**src/rtl/count_event_if.sv**
```systemverilog
// Bundle of the observed counter signals and the event-record stream.
// The master side is the monitor: it samples count_in/count_rst and sources
// event records. The slave side drives the counter sample and consumes records.
//
// Handshake: a record transfers on a rising clk edge where evt_valid=1 and
// evt_ready=1. While evt_valid=1 and evt_ready=0 the record fields hold steady.
// evt_ready may be asserted at any time and has no effect while evt_valid=0.
interface count_event_if #(
    parameter int CNT_W  = 4,
    parameter int WRAP_W = 8,
    parameter int DEPTH  = 4
) ();
    localparam int LVL_W = $clog2(DEPTH) + 1;

    logic [CNT_W-1:0]  count_in;
    logic              count_rst;
    logic              evt_valid;
    logic              evt_ready;
    logic [1:0]        evt_type;
    logic [CNT_W-1:0]  evt_value;
    logic [WRAP_W-1:0] evt_wraps;
    logic              overflow;
    logic [LVL_W-1:0]  fifo_level;

    modport master (
        input  count_in,
        input  count_rst,
        input  evt_ready,
        output evt_valid,
        output evt_type,
        output evt_value,
        output evt_wraps,
        output overflow,
        output fifo_level
    );

    modport slave (
        output count_in,
        output count_rst,
        output evt_ready,
        input  evt_valid,
        input  evt_type,
        input  evt_value,
        input  evt_wraps,
        input  overflow,
        input  fifo_level
    );
endinterface

```
**src/rtl/count_event_monitor.sv**
```systemverilog
// Watches a free-running counter and its reset. Every cycle-to-cycle step is
// classified as WRAP (MAX->0), CLEAR (counter reset took a nonzero counter to
// zero) or SKIP (any value other than previous+1, including a held value).
// Each event becomes a {type, value, wrap total} record in a small
// first-word-fall-through FIFO drained over the valid/ready stream in ev.
// DEPTH must be a power of two and at least 2 so the pointers wrap naturally.
module count_event_monitor #(
    parameter int CNT_W  = 4,
    parameter int DEPTH  = 4,
    parameter int WRAP_W = 8
) (
    input  logic         clk,
    input  logic         rst,
    count_event_if.master ev
);
    localparam int PTR_W = $clog2(DEPTH);
    localparam int LVL_W = PTR_W + 1;

    localparam logic [CNT_W-1:0]  CNT_MAX  = '1;
    localparam logic [CNT_W-1:0]  CNT_ONE  = CNT_W'(1);
    localparam logic [WRAP_W-1:0] WRAP_MAX = '1;
    localparam logic [WRAP_W-1:0] WRAP_ONE = WRAP_W'(1);
    localparam logic [LVL_W-1:0]  LVL_FULL = LVL_W'(DEPTH);
    localparam logic [LVL_W-1:0]  LVL_ONE  = LVL_W'(1);
    localparam logic [PTR_W-1:0]  PTR_ONE  = PTR_W'(1);

    typedef enum logic [1:0] {
        EVT_WRAP  = 2'd0,
        EVT_CLEAR = 2'd1,
        EVT_SKIP  = 2'd2
    } evt_kind_t;

    typedef struct packed {
        evt_kind_t         kind;
        logic [CNT_W-1:0]  value;
        logic [WRAP_W-1:0] wraps;
    } evt_rec_t;

    // Previous-cycle sample of the counter and its reset.
    logic [CNT_W-1:0]  prev_cnt;
    logic              prev_rst;
    logic              prev_valid;

    // Saturating number of wraps seen since rst.
    logic [WRAP_W-1:0] wrap_total;
    logic [WRAP_W-1:0] wrap_next;

    // Event FIFO storage and bookkeeping.
    evt_rec_t          mem [DEPTH];
    logic [PTR_W-1:0]  rd_ptr;
    logic [PTR_W-1:0]  wr_ptr;
    logic [LVL_W-1:0]  level;
    logic              overflow_q;

    // Classification results for the edge about to happen.
    logic              evt_det;
    evt_kind_t         evt_kind;
    logic [CNT_W-1:0]  prev_succ;
    evt_rec_t          new_rec;
    evt_rec_t          head;

    // FIFO control.
    logic              fifo_empty;
    logic              fifo_full;
    logic              do_pop;
    logic              do_push;
    logic              do_drop;

    assign prev_succ = prev_cnt + CNT_ONE;

    // Classify the step from prev to the current sample; first matching rule wins.
    always_comb begin
        evt_det   = 1'b0;
        evt_kind  = EVT_WRAP;
        wrap_next = wrap_total;
        if (prev_valid) begin
            if (prev_rst) begin
                // A counter reset that found the counter already at zero is silent,
                // and no other rule is consulted for this step.
                if (prev_cnt != '0) begin
                    evt_det  = 1'b1;
                    evt_kind = EVT_CLEAR;
                end
            end else if ((prev_cnt == CNT_MAX) && (ev.count_in == '0)) begin
                evt_det  = 1'b1;
                evt_kind = EVT_WRAP;
                if (wrap_total != WRAP_MAX) begin
                    wrap_next = wrap_total + WRAP_ONE;
                end
            end else if (ev.count_in != prev_succ) begin
                evt_det  = 1'b1;
                evt_kind = EVT_SKIP;
            end
        end
    end

    // Record carries the wrap total as it stands after this edge's update.
    always_comb begin
        new_rec       = '0;
        new_rec.kind  = evt_kind;
        new_rec.value = ev.count_in;
        new_rec.wraps = wrap_next;
    end

    assign fifo_empty = (level == '0);
    assign fifo_full  = (level == LVL_FULL);

    // A pop on a full FIFO frees the slot the new record needs in the same cycle.
    assign do_pop  = !fifo_empty && ev.evt_ready;
    assign do_push = evt_det && (!fifo_full || do_pop);
    assign do_drop = evt_det && fifo_full && !do_pop;

    // Sample tracking and wrap total; rst overrides everything else.
    always_ff @(posedge clk) begin
        if (rst) begin
            prev_cnt   <= '0;
            prev_rst   <= 1'b0;
            prev_valid <= 1'b0;
            wrap_total <= '0;
        end else begin
            prev_cnt   <= ev.count_in;
            prev_rst   <= ev.count_rst;
            prev_valid <= 1'b1;
            wrap_total <= wrap_next;
        end
    end

    // FIFO storage; contents need no reset because level gates visibility.
    always_ff @(posedge clk) begin
        if (!rst && do_push) begin
            mem[wr_ptr] <= new_rec;
        end
    end

    // FIFO pointers, level and sticky overflow.
    always_ff @(posedge clk) begin
        if (rst) begin
            rd_ptr     <= '0;
            wr_ptr     <= '0;
            level      <= '0;
            overflow_q <= 1'b0;
        end else begin
            if (do_push) begin
                wr_ptr <= wr_ptr + PTR_ONE;
            end
            if (do_pop) begin
                rd_ptr <= rd_ptr + PTR_ONE;
            end
            case ({do_push, do_pop})
                2'b10:   level <= level + LVL_ONE;
                2'b01:   level <= level - LVL_ONE;
                default: level <= level;
            endcase
            if (do_drop) begin
                overflow_q <= 1'b1;
            end
        end
    end

    // Head record is forced to zero while empty so outputs are clean after rst.
    always_comb begin
        head = '0;
        if (!fifo_empty) begin
            head = mem[rd_ptr];
        end
    end

    assign ev.evt_valid  = !fifo_empty;
    assign ev.evt_type   = head.kind;
    assign ev.evt_value  = head.value;
    assign ev.evt_wraps  = head.wraps;
    assign ev.overflow   = overflow_q;
    assign ev.fifo_level = level;

endmodule

```
**src/flat_wrapper.sv**
```systemverilog
// flat-port wrapper written by rule: the top's interface ports become plain ports
module count_event_monitor_flat 
#(
    parameter int CNT_W  = 4,
    parameter int DEPTH  = 4,
    parameter int WRAP_W = 8
)
  (clk, rst, ev_count_in, ev_count_rst, ev_evt_ready, ev_evt_valid, ev_evt_type, ev_evt_value, ev_evt_wraps, ev_overflow, ev_fifo_level);
  count_event_if #(.CNT_W(CNT_W), .WRAP_W(WRAP_W), .DEPTH(DEPTH)) ev_i ();
  input  logic clk;
  input  logic rst;
  input wire logic [$bits(ev_i.count_in)-1:0] ev_count_in;
  input wire logic [$bits(ev_i.count_rst)-1:0] ev_count_rst;
  input wire logic [$bits(ev_i.evt_ready)-1:0] ev_evt_ready;
  output wire logic [$bits(ev_i.evt_valid)-1:0] ev_evt_valid;
  output wire logic [$bits(ev_i.evt_type)-1:0] ev_evt_type;
  output wire logic [$bits(ev_i.evt_value)-1:0] ev_evt_value;
  output wire logic [$bits(ev_i.evt_wraps)-1:0] ev_evt_wraps;
  output wire logic [$bits(ev_i.overflow)-1:0] ev_overflow;
  output wire logic [$bits(ev_i.fifo_level)-1:0] ev_fifo_level;
  assign ev_i.count_in = ev_count_in;
  assign ev_i.count_rst = ev_count_rst;
  assign ev_i.evt_ready = ev_evt_ready;
  assign ev_evt_valid = ev_i.evt_valid;
  assign ev_evt_type = ev_i.evt_type;
  assign ev_evt_value = ev_i.evt_value;
  assign ev_evt_wraps = ev_i.evt_wraps;
  assign ev_overflow = ev_i.overflow;
  assign ev_fifo_level = ev_i.fifo_level;
  count_event_monitor #(.CNT_W(CNT_W), .DEPTH(DEPTH), .WRAP_W(WRAP_W)) u_core (.clk(clk), .rst(rst), .ev(ev_i));
endmodule
```
**config.mk**
```make
export PLATFORM = sky130hd
export DESIGN_NAME = count_event_monitor_flat
export DESIGN_NICKNAME = d
export VERILOG_FILES = /design/src/rtl/count_event_if.sv /design/src/rtl/count_event_monitor.sv /design/src/flat_wrapper.sv
export SDC_FILE = /design/constraint.sdc
export NUM_CORES = 1
export LEC_CHECK = 0
export CAP_MARGIN = 40
export CORE_MARGIN = 10
export CORE_UTILIZATION = 60
export CTS_CLUSTER_SIZE = 12
export DETAILED_ROUTE_END_ITERATION = 16
export PLACE_DENSITY = 0.82
export SETUP_SLACK_MARGIN = 0.5
export SKIP_CTS_REPAIR_TIMING = 1
export SYNTH_ARGS = -nofsm -noshare
export SYNTH_HDL_FRONTEND = slang
export SYNTH_SLANG_ARGS = --single-unit
```
**constraint.sdc**
```tcl
create_clock -name clk -period 5.25 [get_ports clk]
set_input_delay 1.05 -clock clk [delete_from_list [all_inputs] [get_ports clk]]
set_output_delay 1.05 -clock clk [all_outputs]
set_load 0.02 [all_outputs]
```
# == Word-level counts from Yosys, hierarchy flattened ==
# Memory sizes are Yosys's and may differ from the RTL's. A register that Yosys moved wholly into a read port is not among the register bits.
# Index checks and enable logic that the tools add are counted.
# totals
reg_bits,22
ramBits,56
output_inout_bits,19
n_memories,1
# mem_list
name,words,word_bits,rd,rd_ports_with_merged_regs,wr,line_no,source
u_core.mem,4,14,1,1,1,count_event_monitor.sv:49,evt_rec_t mem [DEPTH];
# classes
muxes,21
n_reduce_logical,15
addsub,6
n_eq_ne,6
# op_table
operator,count
$mux W8,4
$mux W14,1
$mux W2,6
$mux W1,9
$add A8 B1 Y8 const B,1
$ne A8 B8 Y1 const B,1
$logic_and A1 B1 Y1,6
$pmux W3 S2,1
$add A2 B1 Y2 const B,2
$add A4 B1 Y4 const B,1
$eq A4 B4 Y1 const B,1
$logic_not A1 Y1,4
$logic_not A4 Y1,1
$ne A4 B4 Y1,1
$reduce_bool A4 Y1,1
$add A3 B1 Y3 const B,1
$eq A3 B3 Y1 const B,1
$logic_not A3 Y1,1
$sub A3 B1 Y3 const B,1
$eq A2 B1 Y1 const B,1
$eq A2 B2 Y1 const B,1
$reduce_bool A2 Y1,1
$logic_or A1 B1 Y1,1

# == Logic depth before layout (Yosys ltp) ==
# Gate-level depths: netlist of run 1.
# logic_depth
word_depth,10
depth_mapped,12
mapped_depth_nobuf,12

# == Least setup slack after synthesis of run 1 ==
# No wires, ideal clock.
# synth_path
path_type,input-to-reg
startpoint,input port ev_count_in[3]
endpoint,register u_core.level[2] (netlist: u_core.ev.fifo_level[2])
arrival_ns,3.036
cell_stages,11
setup_time_ns,0.071
setup_slack_ns,2.143
t_required_ns,5.179
path_cell_list,xor2_1 xnor2_1 nor4_4 a221oi_4 inv_1 ha_1 inv_1 fa_1 xor2_1 or3_1 a21oi_1
# synth_via
elab_chain_len,8
word_cells_on_any_way,12
classes_between,eq/ne: 3; mux: 5; reduce/logical: 4
# synth_lines
element,line_no,source
from (decl),flat_wrapper.sv:12,input wire logic [$bits(ev_i.count_in)-1:0] ev_count_in;
$ne A4 B4 Y1 or $logic_not A4 Y1 (tied branches),"count_event_monitor.sv:90, count_event_monitor.sv:84",
$mux W1 or $logic_and A1 B1 Y1 (tied branches),"count_event_monitor.sv:90, count_event_monitor.sv:84",
$mux W1 (*),count_event_monitor.sv:84,end else if ((prev_cnt == CNT_MAX) && (ev.count_in == '0)) begin
$mux W1 (*),count_event_monitor.sv:77,if (prev_rst) begin
$mux W1 (*),count_event_monitor.sv:76,if (prev_valid) begin
$logic_and A1 B1 Y1 (*),count_event_monitor.sv:110,assign do_push = evt_det && (!fifo_full || do_pop);
$eq A2 B1 Y1 or $eq A2 B2 Y1 (tied branches),count_event_monitor.sv:149,"case ({do_push, do_pop})"
$pmux W3 S2 or $reduce_bool A2 Y1 (tied branches),n/a,
to (signal assigned),count_event_monitor.sv:150,2'b10: level <= level + LVL_ONE;
to (signal assigned),count_event_monitor.sv:151,2'b01: level <= level - LVL_ONE;
to (signal assigned),count_event_monitor.sv:152,default: level <= level;
to (decl),count_event_monitor.sv:52,logic [LVL_W-1:0] level;
# Every way passes the cells marked *; elsewhere a longest branch is shown, timed or not.
# A chain may end at the register's enable or synchronous reset.

# == Final worst setup path of run 1 ==
# layout_path
startpoint,input port ev_count_in[1]
endpoint,register u_core.level[2] (netlist: u_core.ev.fifo_level[2])
# Same word-level chain as after synthesis.

==> results of run 1 <==
-- layout make-up --
cell class | instances | area [sq um] | area share (%)
Timing Repair Buffer | 27 | 275.3 | 7.047
Inverter | 10 | 37.54 | 0.9609
Clock inverter | 5 | 81.33 | 2.082
Tap cell | 72 | 90.09 | 2.306
Multi-Input combinational cell | 129 | 1129 | 28.89
Clock buffer | 11 | 131.4 | 3.363
Sequential cell | 80 | 2162 | 55.35
-- registers in the layout, summed over array words and instances (netlist names), named ones only --
register	flops
u_core.rd_ptr	2
u_core.prev_cnt	4
u_core.mem	56
u_core.wr_ptr	2
u_core.ev.fifo_level	3
u_core.prev_rst	1
u_core.prev_valid	1
u_core.wrap_total	8
u_core.ev.overflow	1
-- kinds of logic (layout without fill, tap and decap cells) --
| logic type | count (synthesis) | after routing | share of synthesized area (%) |
|---|---|---|---|
| buffers and inverters | 16 | 53 | 1.903 |
| AND/OR/NAND/NOR | 76 | 76 | 13.05 |
| adder cells (fa/ha/maj) | 9 | 9 | 3.581 |
| flip-flops | 80 | 80 | 64.45 |
| AO/OA/AOI/OAI | 13 | 13 | 2.797 |
| multiplexers | 18 | 18 | 10.82 |
| XOR/XNOR | 13 | 13 | 3.394 |
-- layer usage --
metal	up-vias	track usage (%)	part of all wire, %	wire length [microns]
met5	-	0	0	0
met4	0	6.234	1.5	90
met3	8	3.727	4.6	271
met2	42	23.97	50	2970
met1	909	16.24	44	2568
li1	882	-	-	-
-- synth_stat cells, types with 2 or more instances --
master	number	area share, %
a21oi_1	6	0.90
a31oi_1	2	0.37
and2_1	24	4.5
and3_1	6	1.1
clkbuf_1	5	0.56
dfxtp_1	24	14
edfxtp_1	56	50
ha_1	8	3.0
inv_1	10	1.1
mux4_2	14	9.4
nand2_1	9	1.0
nand2b_1	2	0.37
nand3_1	4	0.60
nor2_1	14	1.6
nor2b_1	6	1.1
nor3_1	3	0.45
o21ai_0	2	0.30
o31ai_1	2	0.45
or3_1	2	0.37
xnor2_1	5	1.3
xor2_1	8	2.1
-- worst reg2reg max path: stages, from the launching register on --
cell	delay, ns
dfxtp_1	0.41
inv_1	0.07
ha_1	0.19
a21oi_1	0.41
inv_1	0.16
a221oi_4	0.46
inv_1	0.09
ha_1	0.23
inv_1	0.07
fa_1	0.18
xor2_1	0.07
or3_1	0.30
a21oi_1	0.15
-- worst max path at each step --
stage | startpoint | end | slack [ns] | cells after the start
2_1_floorplan | ev_count_in[3] | u_core.ev.fifo_level[2]$_SDFFE_PP0P_ | 2.14 | 11
3_3_place_gp | ev_count_in[3] | u_core.ev.fifo_level[2]$_SDFFE_PP0P_ | 1.43 | 12
5_1_grt | ev_count_in[1] | u_core.ev.fifo_level[2]$_SDFFE_PP0P_ | 1.38 | 12
6_report | ev_count_in[1] | u_core.ev.fifo_level[2]$_SDFFE_PP0P_ | 1.59 | 12
4_1_cts | ev_count_in[1] | u_core.ev.fifo_level[2]$_SDFFE_PP0P_ | 1.61 | 12
3_5_place_dp | ev_count_in[1] | u_core.ev.fifo_level[2]$_SDFFE_PP0P_ | 1.31 | 12
-- per-stage QoR --
stage	area (sq um)	setup WS (ns)	instances
6_report	3906	1.587	334
5_1_grt	3906	1.375	334
4_1_cts	3906	1.608	334
3_5_place_dp	3694	1.310	318
3_3_place_gp	3679	1.427	317
2_1_floorplan	3354	2.143	225
-- report_power, final --
part	switching [mW]	leakage (nW)	internal, mW
clock	0.215	0.104	0.268
combinational	0.288	0.536	0.303
sequential	0.0453	0.680	0.716
total	0.548	1.32	1.29
==> run metrics, run 1 <==
outcome finished, final reports clean; Most used DFF post-synth edfxtp_1; initial antenna violation count 0; Routed WL per cell 17.66 microns; FP Rows 27; Skew-Pair Late Insertion Delay around 0.35 ns; die area about 9000 sq um; Top delay family on crit path simple AND/OR/NAND/NOR gates; Clock transition at path regs approximately 0.080 ns; endpoints failing setup 0; Port Buffers 26; htree depth 3; Yosys reg bits 80; syn avg cell area between 10 and 15 sq um; CP bufs+invs 3; leakage roughly 1.3 nW; Post-synth EDFFs 56; CTS tree yes; root buf cell clkbuf_8; GP Congestion around 0.82; Pwr Total 1.834 mW; Num CTS Buffers 9; unrepaired setup endpoints after global routing no; Synth Instances about 230; Core Box Area between 5000 and 6000 sq um; FF-to-FF setup slack 2.37 ns; r2r worst-path depth 12; RR Startpoint u_core.prev_cnt[0]$_SDFF_PP0_; worst min path class reg -> reg; share of post-route cells with drive strength above 1 between 10% and 20%; crit-path max FO 7; FMAX around 270 MHz; Worst Clk Skew about 0.011 ns; critical-path cell list clkdlybuf4s50_1 > nor4_2 > and2_1 > nor2_1 > a221oi_4 > inv_1 > ha_1 > inv_1 > fa_1 > xor2_1 > or3_1 > a21oi_1; final core utilization 71.38%; most frequent CP cell inv_1; Hold Path Stages 2; Slew @ Worst Pin 0.7520 ns; Clock Sinks 80; max cap viols 0; Die Span Y ~95 microns; CTS max path bufs 2; worst r2r dst u_core.ev.fifo_level[2]$_SDFFE_PP0P_; final hold viol count 0; most frequent cells in the layout edfxtp_1 (56), clkdlybuf4s50_1 (26), and2_1 (24), dfxtp_1 (24); synthesized area around 3400 sq um; Residual DRC 0; DR vias around 1800; worst rel slew slack 49.87%; Critical Path Slowest Stage Cell clkdlybuf4s50_1; post-route antenna net violation count 0; WHS roughly 0.51 ns; Slowest Stage Delay on Critical Path 0.56 ns; crit start category input port; synth unique cells 34; worst vdd ir ~0.37 mV; die width between 90 and 100 microns; # fillers 398; number of global-route vias before repair approximately 1900; Iteration-0 DRC Markers between 100 and 150; area grow syn2layout 16.45%; Pwr Density 469.5 nW/um^2; post-layout min period roughly 3.7 ns; first-pass GRT wire length roughly 9500 microns; GRT Overall Usage between 10% and 20%; drt first pass iters 5; warnings from Yosys 0; largest net degree at the start of global routing 17; fin crit share 69.77%; Setup crit end kind flip-flop; Max Slew Vio Count 0; crit path kind in -> reg; # diodes 0; WP data required 5.52 ns; hold_sp u_core.wr_ptr[1]$_SDFFE_PP0P_; syn_nets roughly 240; commonest non-fill, non-tap cell in the layout edfxtp_1; end of the worst hold path u_core.wr_ptr[1]$_SDFFE_PP0P_; global route overflow 0; DP Wirelength around 3900 microns; initial core utilization slightly above 60%; ys async rst share 0%; DR vias/cell between 5 and 6; IO Count 27; Detailed Route WL around 6000 microns; setup TNS 0 ns; Seq/Total Area, Yosys between 60% and 70%; CP arrival between 3 and 4 ns; final net count 274
(Power assumes the default switching activity.)
==> run 2: changes to the inputs <==
--- a/config.mk
+++ b/config.mk
@@ -7,10 +7,10 @@
 export LEC_CHECK = 0
 export CAP_MARGIN = 40
 export CORE_MARGIN = 10
-export CORE_UTILIZATION = 60
+export CORE_UTILIZATION = 57
 export CTS_CLUSTER_SIZE = 12
 export DETAILED_ROUTE_END_ITERATION = 16
-export PLACE_DENSITY = 0.82
+export PLACE_DENSITY = 0.78
 export SETUP_SLACK_MARGIN = 0.5
 export SKIP_CTS_REPAIR_TIMING = 1
 export SYNTH_ARGS = -nofsm -noshare
==> constraint.sdc (replaced) <==
create_clock -name clk -period 3.7 [get_ports clk]
set_input_delay 0.74 -clock clk [delete_from_list [all_inputs] [get_ports clk]]
set_output_delay 0.74 -clock clk [all_outputs]
set_load 0.02 [all_outputs]
==> run 2 against run 1 <==
Largest cell class unchanged. Power grew 38%. Sequential power grew 39%. Largest power group unchanged. First-iteration DRC count shrank 45%. Register-to-register slack lost 1.5 ns. Final area grew 1.6%. Via count shrank 0.22%.
==> run metrics, run 2 (synthesized netlist as in run 1, its figures left out) <==
outcome finished, final reports clean; Clock transition at path regs 0.07 ns (about the same); FF-to-FF setup slack 0.92 ns (-1.45 ns); IO Count 27 (unchanged); FP Rows 27 (unchanged); first-pass GRT wire length 9873 microns (+3.5%); DR vias 1837 (-0.22%); fin crit share 81.68%; Worst Clk Skew 0.009748 ns (-0.0009091 ns); Slew @ Worst Pin 0.7137 ns (-0.03828 ns); crit-path max FO 3 (-4); initial antenna violation count 0 (unchanged); worst r2r dst u_core.ev.fifo_level[2]$_SDFFE_PP0P_; CP arrival 3.29 ns (-0.65 ns); most frequent cells in the layout edfxtp_1 (56), dfxtp_1 (24), clkdlybuf4s50_1 (24); worst rel slew slack 52.35% (+2.5 points); number of global-route vias before repair 1952 (+1.9%); crit start category input port; leakage 1.385 nW (+4.9%); drt first pass iters 4 (-1); WHS 0.5147 ns (+0.002610 ns); hold_sp u_core.wr_ptr[1]$_SDFFE_PP0P_; worst min path class reg -> reg; post-layout min period 3.022 ns; Largest Register u_core.mem; post-route antenna net violation count 0 (unchanged); largest net degree at the start of global routing 17 (unchanged); Port Buffers 26 (unchanged); r2r worst-path depth 12 (unchanged); FMAX 330.9 MHz; initial core utilization 59.82% (-1.5 points); Detailed Route WL 5705 microns (-3.3%); biggest regs u_core.mem x56, u_core.wrap_total x8, u_core.prev_cnt x4; Max Slew Vio Count 0 (unchanged); final net count 284 (+3.6%); setup TNS 0 ns (unchanged); WP data required 3.97 ns (-1.55 ns); Post-DP Area 3746 sq um (+1.4%); endpoints failing setup 0 (unchanged); Post-Place Cells 326 (+2.5%); Die Span Y 96.72 microns (+2.1%); # diodes 0 (unchanged); die width 96.72 microns (+2.1%); CTS max path bufs 2 (unchanged); Num CTS Buffers 9 (unchanged); RR Startpoint u_core.prev_cnt[0]$_SDFF_PP0_; Skew-Pair Late Insertion Delay 0.34 ns (about the same); global route overflow 0 (unchanged); unrepaired setup endpoints after global routing no; Residual DRC 0 (unchanged); share of post-route cells with drive strength above 1 16.91% (+3.6 points); commonest non-fill, non-tap cell in the layout edfxtp_1; crit path kind in -> reg; Layout Cells excl Fill 344 (+3.0%); Hold Path Stages 2 (unchanged); Pwr Density 636.4 nW/um^2 (+36%); die area 9354 sq um (+4.1%); max reg flops 56 (unchanged); max cap viols 0 (unchanged); final instance area 3970 sq um (+1.6%); final hold viol count 0 (unchanged); Iteration-0 DRC Markers 73 (-45%); DP Wirelength 3936 microns (+1.1%); end of the worst hold path u_core.wr_ptr[1]$_SDFFE_PP0P_; GRT Overall Usage 12.86% (-1.2 points); area grow syn2layout 18.35%; Clock Sinks 80 (unchanged); DR vias/cell 5.340 (-3.1%); Routed WL per cell 16.58 microns (-6.1%); htree depth 3 (unchanged); Setup crit end kind flip-flop; worst vdd ir 0.4696 mV (+28%); GP Congestion 0.7815 (-4.2%); CTS tree yes; Core Box Area 5608 sq um (+2.5%); root buf cell clkbuf_8; # fillers 395 (-0.75%)
run 2: how the worst max path moves through the flow:
stage	from	end	slack [ns]
after floorplan	ev_count_in[3]	u_core.ev.fifo_level[2]$_SDFFE_PP0P_	0.90
after global placement	ev_count_in[1]	u_core.ev.fifo_level[2]$_SDFFE_PP0P_	0.30
after detailed placement	ev_count_in[1]	u_core.ev.fifo_level[2]$_SDFFE_PP0P_	0.17
after CTS	ev_count_in[1]	u_core.ev.fifo_level[2]$_SDFFE_PP0P_	0.51
after global routing	ev_count_in[2]	u_core.ev.fifo_level[2]$_SDFFE_PP0P_	0.53
final	ev_count_in[2]	u_core.ev.fifo_level[2]$_SDFFE_PP0P_	0.68
run 2: worst max-delay path: stages:
cell             delay, ns
clkdlybuf4s50_1       0.50
xnor2_1               0.15
xnor2_1               0.13
nor4_4                0.34
a221oi_4              0.11
inv_1                 0.07
ha_1                  0.17
inv_1                 0.06
fa_1                  0.38
xor2_1                0.16
or3_1                 0.34
a21oi_2               0.15
run 2: metrics by stage:
stage | util [%] | setup slack [ns] | total power [mW]
after floorplan | - | 0.9034 | 1.603
after global placement | 66.80 | 0.2995 | 1.943
after detailed placement | 66.80 | 0.1737 | 1.958
after CTS | 70.17 | 0.5089 | 2.553
after global routing | 70.79 | 0.5269 | 2.660
final | 70.79 | 0.6780 | 2.527
run 2: power breakdown:
group	internal, mW	switching (mW)	total, mW
Sequential	1.02	0.0426	1.06
Combinational	0.434	0.432	0.865
Clock	0.326	0.277	0.603
Total	1.78	0.751	2.53
run 2: layout make-up:
class / count / area (sq um) / share of cell area (%)
Tap cell: 72 / 90.09 / 2.269
Inverter: 10 / 37.54 / 0.9455
Clock inverter: 4 / 43.79 / 1.103
Clock buffer: 12 / 145.1 / 3.656
Multi-Input combinational cell: 129 / 1144 / 28.81
Sequential cell: 80 / 2162 / 54.46
Timing Repair Buffer: 37 / 347.8 / 8.761
run 2: per-layer routing:
| layer | vias to the layer above | part of all wire, % | track usage, % |
|---|---|---|---|
| li1 | 902 | - | - |
| met1 | 893 | 43 | 14.94 |
| met2 | 34 | 51 | 21.73 |
| met3 | 8 | 5.2 | 3.974 |
| met4 | 0 | 1.5 | 4.735 |
| met5 | - | 0 | 0 |
